[src/rtl/mmio_console_uart_pkg.sv]
// Shared constants and types for the MMIO console / finish peripheral.
package mmio_console_uart_pkg;

    localparam logic [31:0] CONSOLE_ADDR_DEF = 32'h0020_0000;
    localparam logic [31:0] FINISH_ADDR_DEF  = 32'h1000_0000;

    typedef enum logic [1:0] {
        IDLE,
        START,
        DATA,
        STOP
    } uart_state_e;

endpackage

[src/rtl/mmio_console_uart_sync_fifo.sv]
// Synchronous FIFO with show-ahead read: o_rdata always presents the head entry.
module mmio_console_uart_sync_fifo #(
    parameter int unsigned WIDTH = 8,
    parameter int unsigned DEPTH = 16
) (
    input  logic                       clk,
    input  logic                       rstn,
    input  logic                       i_push,
    input  logic [WIDTH-1:0]           i_wdata,
    input  logic                       i_pop,
    output logic [WIDTH-1:0]           o_rdata,
    output logic                       o_full,
    output logic                       o_empty,
    output logic [$clog2(DEPTH):0]     o_count
);
    localparam int unsigned AW = $clog2(DEPTH);

    logic [WIDTH-1:0] r_mem [DEPTH];
    logic [AW-1:0]    r_wptr;
    logic [AW-1:0]    r_rptr;
    logic [AW:0]      r_count;
    logic             w_do_push;
    logic             w_do_pop;

    assign o_full    = (r_count == (AW+1)'(DEPTH));
    assign o_empty   = (r_count == '0);
    assign o_count   = r_count;
    assign o_rdata   = r_mem[r_rptr];
    assign w_do_push = i_push & ~o_full;
    assign w_do_pop  = i_pop & ~o_empty;

    always_ff @(posedge clk) begin
        if (w_do_push) begin
            r_mem[r_wptr] <= i_wdata;
        end
    end

    // Pointers wrap naturally since DEPTH is a power of two.
    always_ff @(posedge clk) begin
        if (!rstn) begin
            r_wptr  <= '0;
            r_rptr  <= '0;
            r_count <= '0;
        end else begin
            if (w_do_push) begin
                r_wptr <= r_wptr + 1'b1;
            end
            if (w_do_pop) begin
                r_rptr <= r_rptr + 1'b1;
            end
            if (w_do_push && !w_do_pop) begin
                r_count <= r_count + 1'b1;
            end else if (!w_do_push && w_do_pop) begin
                r_count <= r_count - 1'b1;
            end
        end
    end

endmodule

[src/rtl/mmio_console_uart.sv]
// Console byte sink on the DCCM store port: FIFO-buffered 8N1 UART transmitter
// plus a sticky end-of-test flag with exit code.
module mmio_console_uart
    import mmio_console_uart_pkg::*;
#(
    parameter int unsigned     XLEN         = 32,
    parameter logic [XLEN-1:0] CONSOLE_ADDR = CONSOLE_ADDR_DEF,
    parameter logic [XLEN-1:0] FINISH_ADDR  = FINISH_ADDR_DEF,
    parameter int unsigned     FIFO_DEPTH   = 16,
    parameter int unsigned     CLKS_PER_BIT = 868
) (
    input  logic            clk,
    input  logic            rstn,
    input  logic            dccm_wen,
    input  logic [XLEN-1:0] dccm_waddr,
    input  logic [XLEN-1:0] dccm_wdata,
    output logic            console_stall,
    output logic            uart_tx,
    output logic            tx_busy,
    output logic            overflow,
    output logic            finish,
    output logic [XLEN-1:0] finish_code
);
    localparam int unsigned CW     = $clog2(FIFO_DEPTH) + 1;
    localparam int unsigned BAUD_W = $clog2(CLKS_PER_BIT);

    uart_state_e       r_state;
    logic [BAUD_W-1:0] r_baud;
    logic [2:0]        r_bit_idx;
    logic [7:0]        r_shift;
    logic              r_uart_tx;
    logic              r_overflow;
    logic              r_finish;
    logic [XLEN-1:0]   r_finish_code;

    logic              w_console_hit;
    logic              w_finish_hit;
    logic              w_push;
    logic              w_pop;
    logic              w_full;
    logic              w_empty;
    logic [7:0]        w_head;
    logic [CW-1:0]     w_count;
    logic              w_baud_tc;

    assign w_console_hit = dccm_wen && (dccm_waddr == CONSOLE_ADDR);
    assign w_finish_hit  = dccm_wen && (dccm_waddr == FINISH_ADDR);
    // Full is taken from the registered count, so a same-cycle pop never frees a slot.
    assign w_push        = w_console_hit & ~w_full;
    assign w_pop         = (r_state == IDLE) & ~w_empty;
    assign w_baud_tc     = (r_baud == BAUD_W'(CLKS_PER_BIT - 1));

    mmio_console_uart_sync_fifo #(
        .WIDTH (8),
        .DEPTH (FIFO_DEPTH)
    ) u_fifo (
        .clk     (clk),
        .rstn    (rstn),
        .i_push  (w_push),
        .i_wdata (dccm_wdata[7:0]),
        .i_pop   (w_pop),
        .o_rdata (w_head),
        .o_full  (w_full),
        .o_empty (w_empty),
        .o_count (w_count)
    );

    always_ff @(posedge clk) begin
        if (!rstn) begin
            r_overflow    <= 1'b0;
            r_finish      <= 1'b0;
            r_finish_code <= '0;
        end else begin
            if (w_console_hit && w_full) begin
                r_overflow <= 1'b1;
            end
            if (w_finish_hit && !r_finish) begin
                r_finish      <= 1'b1;
                r_finish_code <= dccm_wdata;
            end
        end
    end

    // uart_tx is registered alongside the state so it changes with the state.
    always_ff @(posedge clk) begin
        if (!rstn) begin
            r_state   <= IDLE;
            r_baud    <= '0;
            r_bit_idx <= '0;
            r_shift   <= '0;
            r_uart_tx <= 1'b1;
        end else begin
            unique case (r_state)
                IDLE: begin
                    r_uart_tx <= 1'b1;
                    r_baud    <= '0;
                    if (!w_empty) begin
                        r_shift   <= w_head;
                        r_state   <= START;
                        r_uart_tx <= 1'b0;
                    end
                end
                START: begin
                    if (w_baud_tc) begin
                        r_state   <= DATA;
                        r_baud    <= '0;
                        r_bit_idx <= '0;
                        r_uart_tx <= r_shift[0];
                    end else begin
                        r_baud <= r_baud + 1'b1;
                    end
                end
                DATA: begin
                    if (w_baud_tc) begin
                        r_baud  <= '0;
                        r_shift <= {1'b0, r_shift[7:1]};
                        if (r_bit_idx == 3'd7) begin
                            r_state   <= STOP;
                            r_uart_tx <= 1'b1;
                        end else begin
                            r_bit_idx <= r_bit_idx + 1'b1;
                            r_uart_tx <= r_shift[1];
                        end
                    end else begin
                        r_baud <= r_baud + 1'b1;
                    end
                end
                STOP: begin
                    r_uart_tx <= 1'b1;
                    if (w_baud_tc) begin
                        r_state <= IDLE;
                        r_baud  <= '0;
                    end else begin
                        r_baud <= r_baud + 1'b1;
                    end
                end
                default: r_state <= IDLE;
            endcase
        end
    end

    assign console_stall = w_full;
    assign uart_tx       = r_uart_tx;
    assign tx_busy       = (w_count != '0) | (r_state != IDLE);
    assign overflow      = r_overflow;
    assign finish        = r_finish;
    assign finish_code   = r_finish_code;

endmodule

[config.mk]
export PLATFORM = sky130hd
export DESIGN_NAME = mmio_console_uart
export DESIGN_NICKNAME = d
export VERILOG_FILES = /design/src/rtl/mmio_console_uart_pkg.sv /design/src/rtl/mmio_console_uart_sync_fifo.sv /design/src/rtl/mmio_console_uart.sv
export SDC_FILE = /design/constraint.sdc
export NUM_CORES = 1
export LEC_CHECK = 0
export ABC_AREA = 1
export BUFFER_PORTS_ARGS = -buffer_cell sky130_fd_sc_hd__buf_2
export CORE_MARGIN = 2
export CORE_UTILIZATION = 45
export DETAILED_ROUTE_END_ITERATION = 16
export GPL_ROUTABILITY_DRIVEN = 0
export GPL_TIMING_DRIVEN = 0
export PLACE_DENSITY = 0.6
export SLEW_MARGIN = 20
export SYNTH_ARGS = -nofsm -noshare
export SYNTH_HDL_FRONTEND = slang
export SYNTH_SLANG_ARGS = --single-unit
[constraint.sdc]
create_clock -name clk -period 3.82 [get_ports clk]
set_clock_uncertainty 0.2 [all_clocks]
set_input_delay 0.764 -clock clk [delete_from_list [all_inputs] [get_ports clk]]
set_output_delay 0.764 -clock clk [all_outputs]
set_load 0.05 [all_outputs]
# Word level (Yosys, flattened, before mapping)
# Memories as Yosys holds them, arrays and structs flattened. A register that Yosys moved wholly into a read port is not among the register bits.
# Cells that the tools add are included.
[classes]
add_sub_neg = 6
mul = 0
div = 0
n_lt_le_gt_ge = 0
n_eq_ne = 14
shift = 0
mux = 26
n_bitwise = 7
n_reduce_logical = 21
[op_table]
columns = ["cell", "n"]
rows = [
  ["$eq 32x22->1 const B", 1],
  ["$eq 32x29->1 const B", 1],
  ["$pmux 10 s2", 1],
  ["$mux 8", 2],
  ["$pmux 8 s2", 1],
  ["$ne 2x2->1 const B", 6],
  ["$add 10x1->10 const B", 1],
  ["$eq 10x10->1 const B", 1],
  ["$mux 10", 1],
  ["$mux 2", 5],
  ["$mux 5", 2],
  ["$mux 3", 3],
  ["$add 4x1->4 const B", 2],
  ["$mux 4", 2],
  ["$pmux 2 s4", 1],
  ["$reduce_bool 2->1", 4],
  ["$logic_and 1x1->1", 6],
  ["$mux 1", 6],
  ["$pmux 3 s2", 1],
  ["$add 5x1->5 const B", 1],
  ["$eq 5x5->1 const B", 1],
  ["$logic_not 5->1", 1],
  ["$reduce_and 5->1", 1],
  ["$reduce_bool 5->1", 1],
  ["15 further kinds", 22],
]
[word_totals]
regBits = 71
latchBits = 0
ram_bits = 128
mem_bits_ro = 0
in_bits = 67
output_inout_bits = 37
elab_cells = 86
n_memories = 1
[memory_table]
columns = ["name", "words", "width", "rd", "rd_ports_with_merged_regs", "write_ports", "line", "source"]
rows = [
  ["u_fifo.r_mem", 16, 8, 1, 1, 1, "mmio_console_uart_sync_fifo.sv:18", "logic [WIDTH-1:0] r_mem [DEPTH];"],
]

# Logic depth before layout (Yosys ltp)
[depth]
ltp_word = 8
depth_mapped = 20
depth_no_buf = 20

# By module
# A second synthesis with hierarchy kept.
[hier_totals]
cells_unflattened = 1105
area_unflattened_um2 = 9454.1
[modules_own_cells]
columns = ["module", "instances", "cells_per_inst", "area_per_inst_um2", "seq_area_each_um2"]
rows = [
  ["mmio_console_uart_sync_fifo", 1, 658, 6465.0, 4184.0],
  ["mmio_console_uart", 1, 447, 2989.1, 1161.1],
]

# Least setup slack after synthesis
# Ideal clock, no wire load.
[synth_path]
kind = "reg-to-reg"
startpoint = "reg u_fifo.r_count[2], in the netlist u_fifo.o_count[2]"
endpoint = "reg u_fifo.r_count[4], in the netlist u_fifo.o_count[4]"
setup_ns = 0.116
t_arrival_ns = 2.880
t_required_ns = 3.504
slack_ns = 0.625
path_stages_with_launch = 18
n_path_buf = 0
synth_period_minus_slack_ns = 3.195
cell_sequence = "dfxtp_1 nor2_1 nand3_1 nor2_1 inv_1 nand2_1 inv_2 ha_1 inv_1 ha_1 nand2_1 nand2_1 a21oi_1 nor2_1 nor2_1 nand2_1 o21ai_0 nor2_1"
[synth_between]
elab_chain_cells = 7
elab_cells_between_ends = 17
cone_classes = "add/sub: 2; eq/ne: 1; mux: 2; bitwise: 6; reduce/logical: 6"
[synth_rtl]
columns = ["item", "line", "source"]
rows = [
  ["start, declared", "mmio_console_uart_sync_fifo.sv:21", "logic [AW:0] r_count;"],
  ["start signal, assigned", "mmio_console_uart_sync_fifo.sv:52", "r_count <= r_count + 1'b1;"],
  ["start signal, assigned", "mmio_console_uart_sync_fifo.sv:54", "r_count <= r_count - 1'b1;"],
  ["$eq 5x5->1 *", "mmio_console_uart_sync_fifo.sv:25", "assign o_full = (r_count == (AW+1)'(DEPTH));"],
  ["via console_stall", "mmio_console_uart.sv:17", "output logic console_stall,"],
  ["$not 1->1 *", "mmio_console_uart_sync_fifo.sv:29, mmio_console_uart.sv:49", ""],
  ["$and 1x1->1", "mmio_console_uart.sv:49", "assign w_push = w_console_hit & ~w_full;"],
  ["$and 1x1->1 *", "mmio_console_uart_sync_fifo.sv:29", "assign w_do_push = i_push & ~o_full;"],
  ["via u_fifo.w_do_push", "mmio_console_uart_sync_fifo.sv:22", "logic w_do_push;"],
  ["$logic_not 1->1", "mmio_console_uart_sync_fifo.sv:53", "end else if (!w_do_push && w_do_pop) begin"],
  ["$logic_and 1x1->1", "mmio_console_uart_sync_fifo.sv:53", ""],
  ["$reduce_bool 2->1 (no source line)", "n/a", ""],
]
# The timed path passes the listed nets; every way through them passes the cells marked *. The select of a mux whose other input is x is not followed.
# A chain may end at the register's enable or synchronous reset.

# Worst setup path in the final report
[layout_path]
startpoint = "in dccm_waddr[0]"
endpoint = "reg u_fifo.r_count[4], in the netlist u_fifo.o_count[4]"
[layout_between]
elab_chain_cells = 7
elab_cells_between_ends = 9
cone_classes = "eq/ne: 1; mux: 1; bitwise: 2; reduce/logical: 5"
[layout_rtl]
columns = ["item", "line", "source"]
rows = [
  ["start, declared", "mmio_console_uart.sv:15", "input logic [XLEN-1:0] dccm_waddr,"],
  ["$eq 32x22->1 *", "mmio_console_uart.sv:46", "assign w_console_hit = dccm_wen && (dccm_waddr == CONSOLE_ADDR);"],
  ["$logic_and 1x1->1 *", "mmio_console_uart.sv:46", ""],
  ["$and 1x1->1 *", "mmio_console_uart.sv:49", ""],
  ["$and 1x1->1 *", "mmio_console_uart_sync_fifo.sv:29", ""],
  ["via u_fifo.w_do_push", "mmio_console_uart_sync_fifo.sv:22", ""],
  ["$logic_not 1->1", "mmio_console_uart_sync_fifo.sv:53", ""],
  ["$logic_and 1x1->1", "mmio_console_uart_sync_fifo.sv:53", ""],
  ["$reduce_bool 2->1 (no source line)", "n/a", ""],
]
# The timed path passes the listed nets; every way through them passes the cells marked *.

==> reports/qor.csv <==
stage,metric,value,unit
status,status,"complete, no violations",
final_layout,Filler Cell Count,1781,
worst_setup_path,family with the most delay on the worst path,simple AND/OR/NAND/NOR gates,
place,number of port buffers,102,
power,Leak,4.44,nW
clocking,post-CTS sizing,0,
final_layout,layout cell share with drive strength beyond 1,15.7,%
detailed_routing,Via Count,6831,
timing,Hold Slack,253,ps
worst_setup_path,critical path peak fanout,5,
power,internal power,4.22,mW
die,# rows,51,
worst_setup_path,Critical Path AT,3180,ps
synth,"EDFF count, synth",128,
synth,#FFs+latches synth,203,
timing,fmax,334,MHz
power,Logic pwr share,29.2,%
synth,Mapped Cells,981,
power,Pwr per Cell Area,609,nW/um^2
clocking,clk buf depth,3,
synth,synth warn,0,
worst_setup_path,startpoint types,input pin,
synth,most frequent cell after synthesis,nand2_1,
clocking,TritonCTS Sinks,203,
synth,share of the synthesized area in the top cell type,43.2,%
detailed_routing,DRT Pass-1 Iters,5,
detailed_routing,Routed WL,21.8,mm
die,I/O pins,104,
worst_setup_path,Worst R2R Start,u_fifo.o_count[2]$_SDFFE_PN0P_,
timing,Slew Limit Fails,0,
synth,Mapped Avg Cell Area,9.07,sq um
die,Core Area,19500,sq um
global_routing,number of antenna violations at the first check in global routing,0,
power,Sw Share,33.6,%
synth,"Net Count, Synth",1066,
detailed_routing,DRT antenna net count,0,
detailed_routing,Avg WL per Cell,15.7,microns
synth,Yosys cell types,36,
clocking,setup repair bufs after CTS,0,
hold_path,HP Start,r_baud[0]$_SDFF_PP0_,
synth,top post-synthesis cells by area,"edfxtp_1 43%, dfxtp_1 17%, nand2_1 9.9%, nor2_1 6.7%, nand3_1 5.5%",
timing,Fin. Hold Viols,0,
timing,RSZ-0062 raised after global routing,no,
run,Max-Cap Viols,0,
clocking,CTS root buf,clkbuf_16,
clocking,Hold Buf Count CTS,0,
synth,share of the yosys chip area belonging to registers,60.1,%
die,full die area,20900,sq um
clocking,TritonCTS clock tree,done,
synth,synth cell count leaders,"234 x nand2_1, 159 x nor2_1, 128 x edfxtp_1",
worst_setup_path,Crit Path Class,in -> reg,
final_layout,area grow syn2layout,17.2,%
place,Detailed Place HPWL,15.1,mm
timing,worst-margin pin slew,936,ps
worst_setup_path,Crit-path slowest cell,ha_1,
synth,Mapped Area,8900,sq um
power,clock share of power,31.4,%
detailed_routing,drt first-iter violations,656,
worst_setup_path,worst path required time,4000,ps
global_routing,GR Util All Layers,20.8,%
die,die width,145,microns
power,overall power,6.35,mW
clocking,H-tree levels,1,
worst_setup_path,crit path from,dccm_waddr[0],
detailed_routing,Via density,4.92,
timing,fin crit period,3000,ps
clocking,clock latency on the worst-skew pair,500,ps
clocking,clock-pin transition on the worst setup and hold timing paths,60,ps
worst_setup_path,CP Buf/Inv Count,5,
die,Initial Util,45.7,%
global_routing,GRT Residual Overflow,0,
hold_path,Hold Crit Class,reg -> reg,
timing,max_slew headroom,37.4,%
power,Net Switching,2.13,mW
synth,cell taking the most area after synthesis,edfxtp_1,
detailed_routing,DRC Markers,0,
worst_setup_path,cell mode on critical path,nand2_1,
die,Die Ht,145,microns
worst_setup_path,"critical path, cell by cell","buf_2, nor2_1, nand2_1, nor2_1, nand3_1, inv_1, nand2_1, clkinv_1, nand2_1, inv_2, ha_1, inv_1, ha_1, nand2_1, nand2_1, a21oi_1, nor2_1, nor2_1, nand2_1, o21ai_0, nor2_1",
timing,final setup violation count,0,
power,maximum VDD drop,0.000392,V
global_routing,first-pass GRT wire length,32.9,mm
final_layout,Diodes inserted,0,
final_layout,Nets,1192,
worst_setup_path,CP max stage delay,320,ps
global_routing,largest net degree at the start of global routing,18,
worst_setup_path,Crit. End Element,flip-flop,
clocking,Num CTS Buffers,22,
timing,setup TNS,0,ps
global_routing,vias in the first global route,6082,
synth,Async SR Flop Fraction,0,%
timing,Final period util,78.5,%
power,Flop pwr share,39.4,%
synth,Synth Flop Type,edfxtp_1,
-- through the flow --
| step | utilization (%) | cell area (sq um) | cells | setup WS (ps) |
|---|---|---|---|---|
| 5_1_grt | 53.6 | 10400 | 1388 | 482 |
| 3_3_place_gp | 50.1 | 9740 | 1348 | 342 |
| 4_1_cts | 53.6 | 10400 | 1388 | 832 |
| 2_1_floorplan | - | 8900 | 981 | 625 |
| 6_report | 53.6 | 10400 | 1388 | 823 |
| 3_5_place_dp | 50.1 | 9740 | 1348 | 310 |
-- final timing paths --
| check | to | slack (ps) | depth (start not counted) |
|---|---|---|---|
| setup reg to reg | u_fifo.o_count[4]$_SDFFE_PN0P_ | 1070 | 17 |
| hold / removal | r_baud[0]$_SDFF_PP0_ | 250 | 1 |
| hold reg to reg | r_baud[0]$_SDFF_PP0_ | 250 | 1 |
| setup / recovery | u_fifo.o_count[4]$_SDFFE_PN0P_ | 820 | 21 |
-- kinds of logic (layout without fill, tap and decap cells) --
| group | count (synthesis) | in the layout | synth area share (%) |
|---|---|---|---|
| and+or+nand+nor | 516 | 516 | 24.0 |
| DFF | 203 | 203 | 60.1 |
| buffers and inverters | 148 | 290 | 7.30 |
| AOI/OAI and AO/OA | 89 | 89 | 5.31 |
| adders and majority gates | 18 | 18 | 2.61 |
| xor gates and xnor gates | 7 | 7 | 0.689 |
-- area by class of cell --
cell class	instances	area [sq um]	share of cell area, %
Clock buffer	31	647	6.20
Tap cell	265	332	3.18
Timing Repair Buffer	102	510	4.89
Buffer	39	239	2.29
Multi-Input combinational cell	630	2910	27.9
Clock inverter	9	41.3	0.396
Sequential cell	203	5350	51.2
Inverter	109	410	3.93
-- sequential cells by signal, indices dropped and copies added, names as in the netlist, named ones only --
register and count:
finish 1, finish_code 32, overflow 1, r_baud 10
r_bit_idx 3, r_shift 8, r_state 2, u_fifo.o_count 5
u_fifo.r_mem 128, u_fifo.r_rptr 4, u_fifo.r_wptr 4, uart_tx 1
-- routing by layer --
layer,up-vias,global-route usage (%),wire length [microns]
li1,3444,-,-
met1,3124,30.1,10000
met2,239,32.3,9750
met3,24,3.77,1560
met4,0,5.47,412
met5,-,0,0
-- cell usage in the layout (no fill, tap or decap), drive strengths merged, types with 2 or more instances in the layout --
cell type	instances
a211oi	2
a21oi	29
buf	131
clkbuf	41
clkinv	13
dfxtp	75
edfxtp	128
ha	17
inv	105
nand2	237
nand3	99
nand4	8
nor2	161
nor3	6
nor3b	3
o211ai	3
o21ai	51
or2	2
xnor2	3
xor2	4
-- power groups by stage --
stage	Combinational, mW	Clock (mW)	Sequential [mW]
5_1_grt	2.06	2.12	2.51
3_3_place_gp	1.82	0	2.54
3_5_place_dp	1.84	0	2.54
2_1_floorplan	1.28	0	2.55
4_1_cts	1.85	2.04	2.50
6_report	1.86	1.99	2.50
Note: power is estimated with default switching activity, not from simulation.
